### config.mk
export PLATFORM = sky130hd
export DESIGN_NAME = remote_tx
export DESIGN_NICKNAME = d
export VERILOG_FILES = /design/src/rtl/remote_tx.sv
export SDC_FILE = /design/constraint.sdc
export NUM_CORES = 1
export LEC_CHECK = 0
export ABC_AREA = 1
export CORE_UTILIZATION = 45
export CTS_BUF_LIST = sky130_fd_sc_hd__clkbuf_4
export CTS_CLUSTER_DIAMETER = 100
export CTS_CLUSTER_SIZE = 28
export DETAILED_ROUTE_END_ITERATION = 10
export PLACE_DENSITY_LB_ADDON = 0.05
export SYNTH_ARGS = -nofsm -noshare
export SYNTH_HDL_FRONTEND = slang
export SYNTH_SLANG_ARGS = --single-unit
### constraint.sdc
create_clock -name clk -period 2 [get_ports clk]
set_input_delay 0.4 -clock clk [delete_from_list [all_inputs] [get_ports clk]]
set_output_delay 0.4 -clock clk [all_outputs]
set_load 0.01 [all_outputs]
### src/rtl/remote_tx.sv
// Keyfob transmitter: debounces a raw push-button and, for each new press,
// sends one start/id/seq/parity/stop frame on a single idle-low wire.
module remote_tx #(
   parameter int unsigned BIT_CYCLES = 4,
   parameter int unsigned DEBOUNCE   = 3,
   parameter int unsigned GAP_BITS   = 2
) (
   input  logic       clk,
   input  logic       rst,
   input  logic       button,
   input  logic [7:0] id,
   output logic       tx,
   output logic       busy,
   output logic [1:0] seq,
   output logic       frame_done
);

   localparam int unsigned CYC_W   = $clog2(BIT_CYCLES);
   localparam int unsigned CNT_W   = $clog2(DEBOUNCE + 1);
   localparam int unsigned IDX_MAX = (GAP_BITS > 10) ? GAP_BITS : 10;
   localparam int unsigned IDX_W   = $clog2(IDX_MAX);

   localparam logic [CYC_W-1:0] CYC_LAST  = CYC_W'(BIT_CYCLES - 1);
   localparam logic [CYC_W-1:0] CYC_PRE   = CYC_W'(BIT_CYCLES - 2);
   localparam logic [CNT_W-1:0] DEB_MAX   = CNT_W'(DEBOUNCE);
   localparam logic [IDX_W-1:0] DATA_LAST = IDX_W'(9);
   localparam logic [IDX_W-1:0] GAP_LAST  = IDX_W'(GAP_BITS - 1);

   typedef enum logic [2:0] {
      S_IDLE,
      S_START,
      S_DATA,
      S_PARITY,
      S_STOP,
      S_GAP
   } state_t;

   state_t           state;
   logic [1:0]       sync_q;
   logic [CNT_W-1:0] deb_cnt;
   logic             deb;
   logic             deb_q;
   logic             pending;
   logic [CYC_W-1:0] cyc;
   logic [IDX_W-1:0] idx;
   logic [9:0]       shreg;
   logic             par;

   logic btn_s_c;
   logic press_c;
   logic bit_end_c;
   logic gap_end_c;
   logic start_c;

   assign btn_s_c   = sync_q[1];
   assign press_c   = deb & ~deb_q;
   assign bit_end_c = (cyc == CYC_LAST);
   assign gap_end_c = (state == S_GAP) && bit_end_c && (idx == GAP_LAST);
   assign start_c   = ((state == S_IDLE) && press_c) ||
                      (gap_end_c && (pending || press_c));

   // Two-flop synchroniser on the asynchronous button.
   always_ff @(posedge clk) begin
      if (rst) sync_q <= '0;
      else     sync_q <= {sync_q[0], button};
   end

   // Saturating run-length counter; any low sample drops the level at once.
   always_ff @(posedge clk) begin
      if (rst) begin
         deb_cnt <= '0;
         deb     <= 1'b0;
         deb_q   <= 1'b0;
      end else begin
         deb_q <= deb;
         if (btn_s_c) begin
            if (deb_cnt != DEB_MAX) deb_cnt <= deb_cnt + CNT_W'(1);
            if (32'(deb_cnt) + 32'd1 >= DEBOUNCE) deb <= 1'b1;
         end else begin
            deb_cnt <= '0;
            deb     <= 1'b0;
         end
      end
   end

   // Frame sequencer; tx is registered so it only moves on bit boundaries.
   always_ff @(posedge clk) begin
      if (rst) begin
         state      <= S_IDLE;
         tx         <= 1'b0;
         busy       <= 1'b0;
         seq        <= 2'd0;
         frame_done <= 1'b0;
         pending    <= 1'b0;
         cyc        <= '0;
         idx        <= '0;
         shreg      <= '0;
         par        <= 1'b0;
      end else if (start_c) begin
         state      <= S_START;
         tx         <= 1'b1;
         busy       <= 1'b1;
         frame_done <= 1'b0;
         pending    <= 1'b0;
         cyc        <= '0;
         idx        <= '0;
         shreg      <= {id, seq};
         par        <= ^{id, seq};
      end else begin
         frame_done <= 1'b0;
         // One-deep queue of presses that arrive while a frame is in flight.
         if (press_c && busy && !pending) pending <= 1'b1;
         if (state == S_IDLE) cyc <= '0;
         else                 cyc <= bit_end_c ? '0 : cyc + CYC_W'(1);

         case (state)
            S_START: begin
               if (bit_end_c) begin
                  state <= S_DATA;
                  idx   <= '0;
                  tx    <= shreg[9];
                  shreg <= {shreg[8:0], 1'b0};
               end
            end
            S_DATA: begin
               if (bit_end_c) begin
                  if (idx == DATA_LAST) begin
                     state <= S_PARITY;
                     tx    <= par;
                  end else begin
                     idx   <= idx + IDX_W'(1);
                     tx    <= shreg[9];
                     shreg <= {shreg[8:0], 1'b0};
                  end
               end
            end
            S_PARITY: begin
               if (bit_end_c) begin
                  state <= S_STOP;
                  tx    <= 1'b0;
               end
            end
            S_STOP: begin
               if (cyc == CYC_PRE) frame_done <= 1'b1;
               if (bit_end_c) begin
                  state <= S_GAP;
                  idx   <= '0;
                  seq   <= seq + 2'd1;
               end
            end
            S_GAP: begin
               if (bit_end_c) begin
                  if (idx == GAP_LAST) begin
                     state <= S_IDLE;
                     busy  <= 1'b0;
                  end else begin
                     idx <= idx + IDX_W'(1);
                  end
               end
            end
            default: begin
               state <= S_IDLE;
            end
         endcase
      end
   end

endmodule

==> impl_metrics.ini <==
[finish]
finalNonFillerCells = 362
final_nets = 330
layout_common_cells = 92 x nand2_1, 40 x inv_1, 32 x dfxtp_1, 29 x nand3_1, 25 x nor2_1
n_antenna_cell = 0
synthToLayoutAreaGrowth_pct = 10.64
fill_cells = 449
drive_gt1_share_pct = 9.936
mostFrequentLayoutCell = nand2_1
final_area_sq_um = 2160
utilization_pct = 52.85

[setup_path]
r2r_start = idx[1]
cp_slowest_cell = dfxtp_1
crit_fanout = 21
ff2ff_setup_slack_ns = 0.22
path_cells = inv_1 -> ha_1 -> nand2_1 -> nor2_2 -> nand3_2 -> nand2_4 -> inv_2 -> nand2_1 -> nor2_1 -> nand2_1 -> inv_1
cp.required_ns = 2.29
crit_path_end_kind = register
worstPathArrival_ns = 2.07
slowest_delay_ns = 0.36
criticalPathCategory = reg -> reg
r2r-end = idx[0]
ff2ff_path_depth = 11
cp-startpoint = idx[1]
cpMostUsedCell = nand2_1
start_kind = register

[pwr]
total_power_mw = 1.050
vdd_drop_max_uv = 238.9
p_leak_nw = 1.024
power.density_nw_per_um2 = 486.4

[detailed_routing]
wirelength_um = 3826
num_vias = 1748
antenna_left = 0
wire_per_inst_um = 10.57
drc = 0
viasPerCell = 4.829
drt_iter0_drc = 113
dr.pass1.iters = 4

[hold_path]
worstHoldPathCells = 2
hold_path_class = reg -> reg
hold_end = sync_q[1]
min_from = sync_q[0]

[timing]
timing.setup.tns_ns = 0
final_hold_viol_count = 0
setup_viol = 0
period_share_pct = 88.98
drv_slew = 0
fmax_ghz = 0.5619
rsz0062_at_grt = false
slew_headroom_pct = 74.94
skew_ns = 0.009554
setup_slack_ns = 0.2204
tightest_slew_ns = 0.3750
fin_crit_ns = 1.780
hold_slack_ns = 0.4076

[global_route]
antenna_found_initial = 0
grt_max_degree = 22
grt_pass1_wl_um = 6527
gr-total-overflow = 0
grt_pass1_vias = 1501
grt_use_total_pct = 19.41

[floorplan]
die_x_um = 67.86
dieHeight_um = 67.86
pin_count = 16
start_util_pct = 47.76
dieArea_sq_um = 4605
rows = 23
fp.coreArea_sq_um = 4086

[clock_tree]
path_clk_slew_ns = 0.10
cts_buffers = 5
insertion_delay_ns = 0.33
cts_hold_buffers = 0
cts_resized = 0
clock_path_buffers = 2
cts_root_buf = clkbuf_4
cts_setup_buffers = 0
htree_levels = 2
cts_tree = built
clock-sinks = 32

[synthesis]
yosysSeqAreaShare_pct = 32.82
synth_edf_count = 0
ys_types = 25
yosys.area.top_type_share_pct = 32.82
synth-async-reset-ratio_pct = 0
synth_nets = 313
ys.flop_type = dfxtp_1
syn_area_per_cell_sq_um = 6.617
netlist_instances = 295
ys_warn_count = 0
synth.area.top_cells = dfxtp_1 33%, nand2_1 18%, inv_1 7.7%
ys_ff_latch = 32
synth_area_sq_um = 1952
yosys.area.top_type = dfxtp_1

[place]
dp_hpwl_um = 2920
routabilityCongestion = 0.8672
placed_area_sq_um = 2115
dp_slack_ns = 0.2418
dp.cells = 355
io_buffers = 15

[outcome]
outcome = finished, final reports clean

[flow_run]
cap_violations = 0
-- metal layers --
layer / global-route usage, % / vias to the layer above / routed length (um)
met2: 29.33 / 32 / 1625
li1: - / 944 / -
met4: 8.854 / 0 / 72
met1: 26.11 / 765 / 1971
met5: 0 / - / 0
met3: 4.333 / 7 / 157
-- logic make-up after synthesis --
| logic type | Yosys count | synth area share, % |
|---|---|---|
| AOI/OAI and AO/OA | 26 | 6.795 |
| xor gates and xnor gates | 9 | 4.038 |
| adders and majority gates | 7 | 4.487 |
| buffers and inverters | 54 | 12.56 |
| DFF | 32 | 32.82 |
| and+or+nand+nor | 167 | 39.30 |
-- worst max-delay path, delay by kind of cell, from the launching register on --
kind                       cells  cell delay, ns
and+or+nand+nor                7            0.80
DFF                            1            0.36
buffers and inverters          3            0.38
adders and majority gates      1            0.19
-- where the power goes --
group,switching (mW),internal [mW]
Sequential,0.00117,0.639
Clock,0.207,0.122
Combinational,0.0421,0.0385
-- area by class of cell --
type | instances | area, sq um | area share (%)
well taps | 50 | 62.56 | 2.897
multi-input cells | 209 | 1066 | 49.36
repair buffers | 18 | 172.7 | 7.995
flip-flops and latches | 32 | 640.6 | 29.66
inverters | 46 | 172.7 | 7.995
clock buffers | 5 | 37.54 | 1.738
clock inverters | 2 | 7.507 | 0.3476
-- flip-flops by register name, indices dropped and copies added, names as in the netlist, 2 cells and up --
| name | flops |
|---|---|
| cyc | 2 |
| deb_cnt | 2 |
| idx | 4 |
| seq | 2 |
| shreg | 10 |
| state | 3 |
| sync_q | 2 |
-- synthesized netlist by cell type, types with 6 or more instances --
| library cell | n |
|---|---|
| nand2_1 | 92 |
| inv_1 | 40 |
| dfxtp_1 | 32 |
| nand3_1 | 29 |
| nor2_1 | 25 |
| a21oi_1 | 16 |
| o21ai_0 | 8 |
| ha_1 | 7 |
| inv_2 | 6 |
-- worst max-delay path by stage --
| stage | endpoint | slack [ns] | cells after the start |
|---|---|---|---|
| after CTS | idx[0] | 0.22 | 11 |
| after global placement | idx[0] | 0.24 | 10 |
| after detailed placement | idx[0] | 0.24 | 11 |
| final | idx[0] | 0.22 | 11 |
| after floorplan | shreg[2] | 0.61 | 11 |
| after global routing | idx[0] | 0.004 | 11 |
Power figures use the tool's default switching activity.
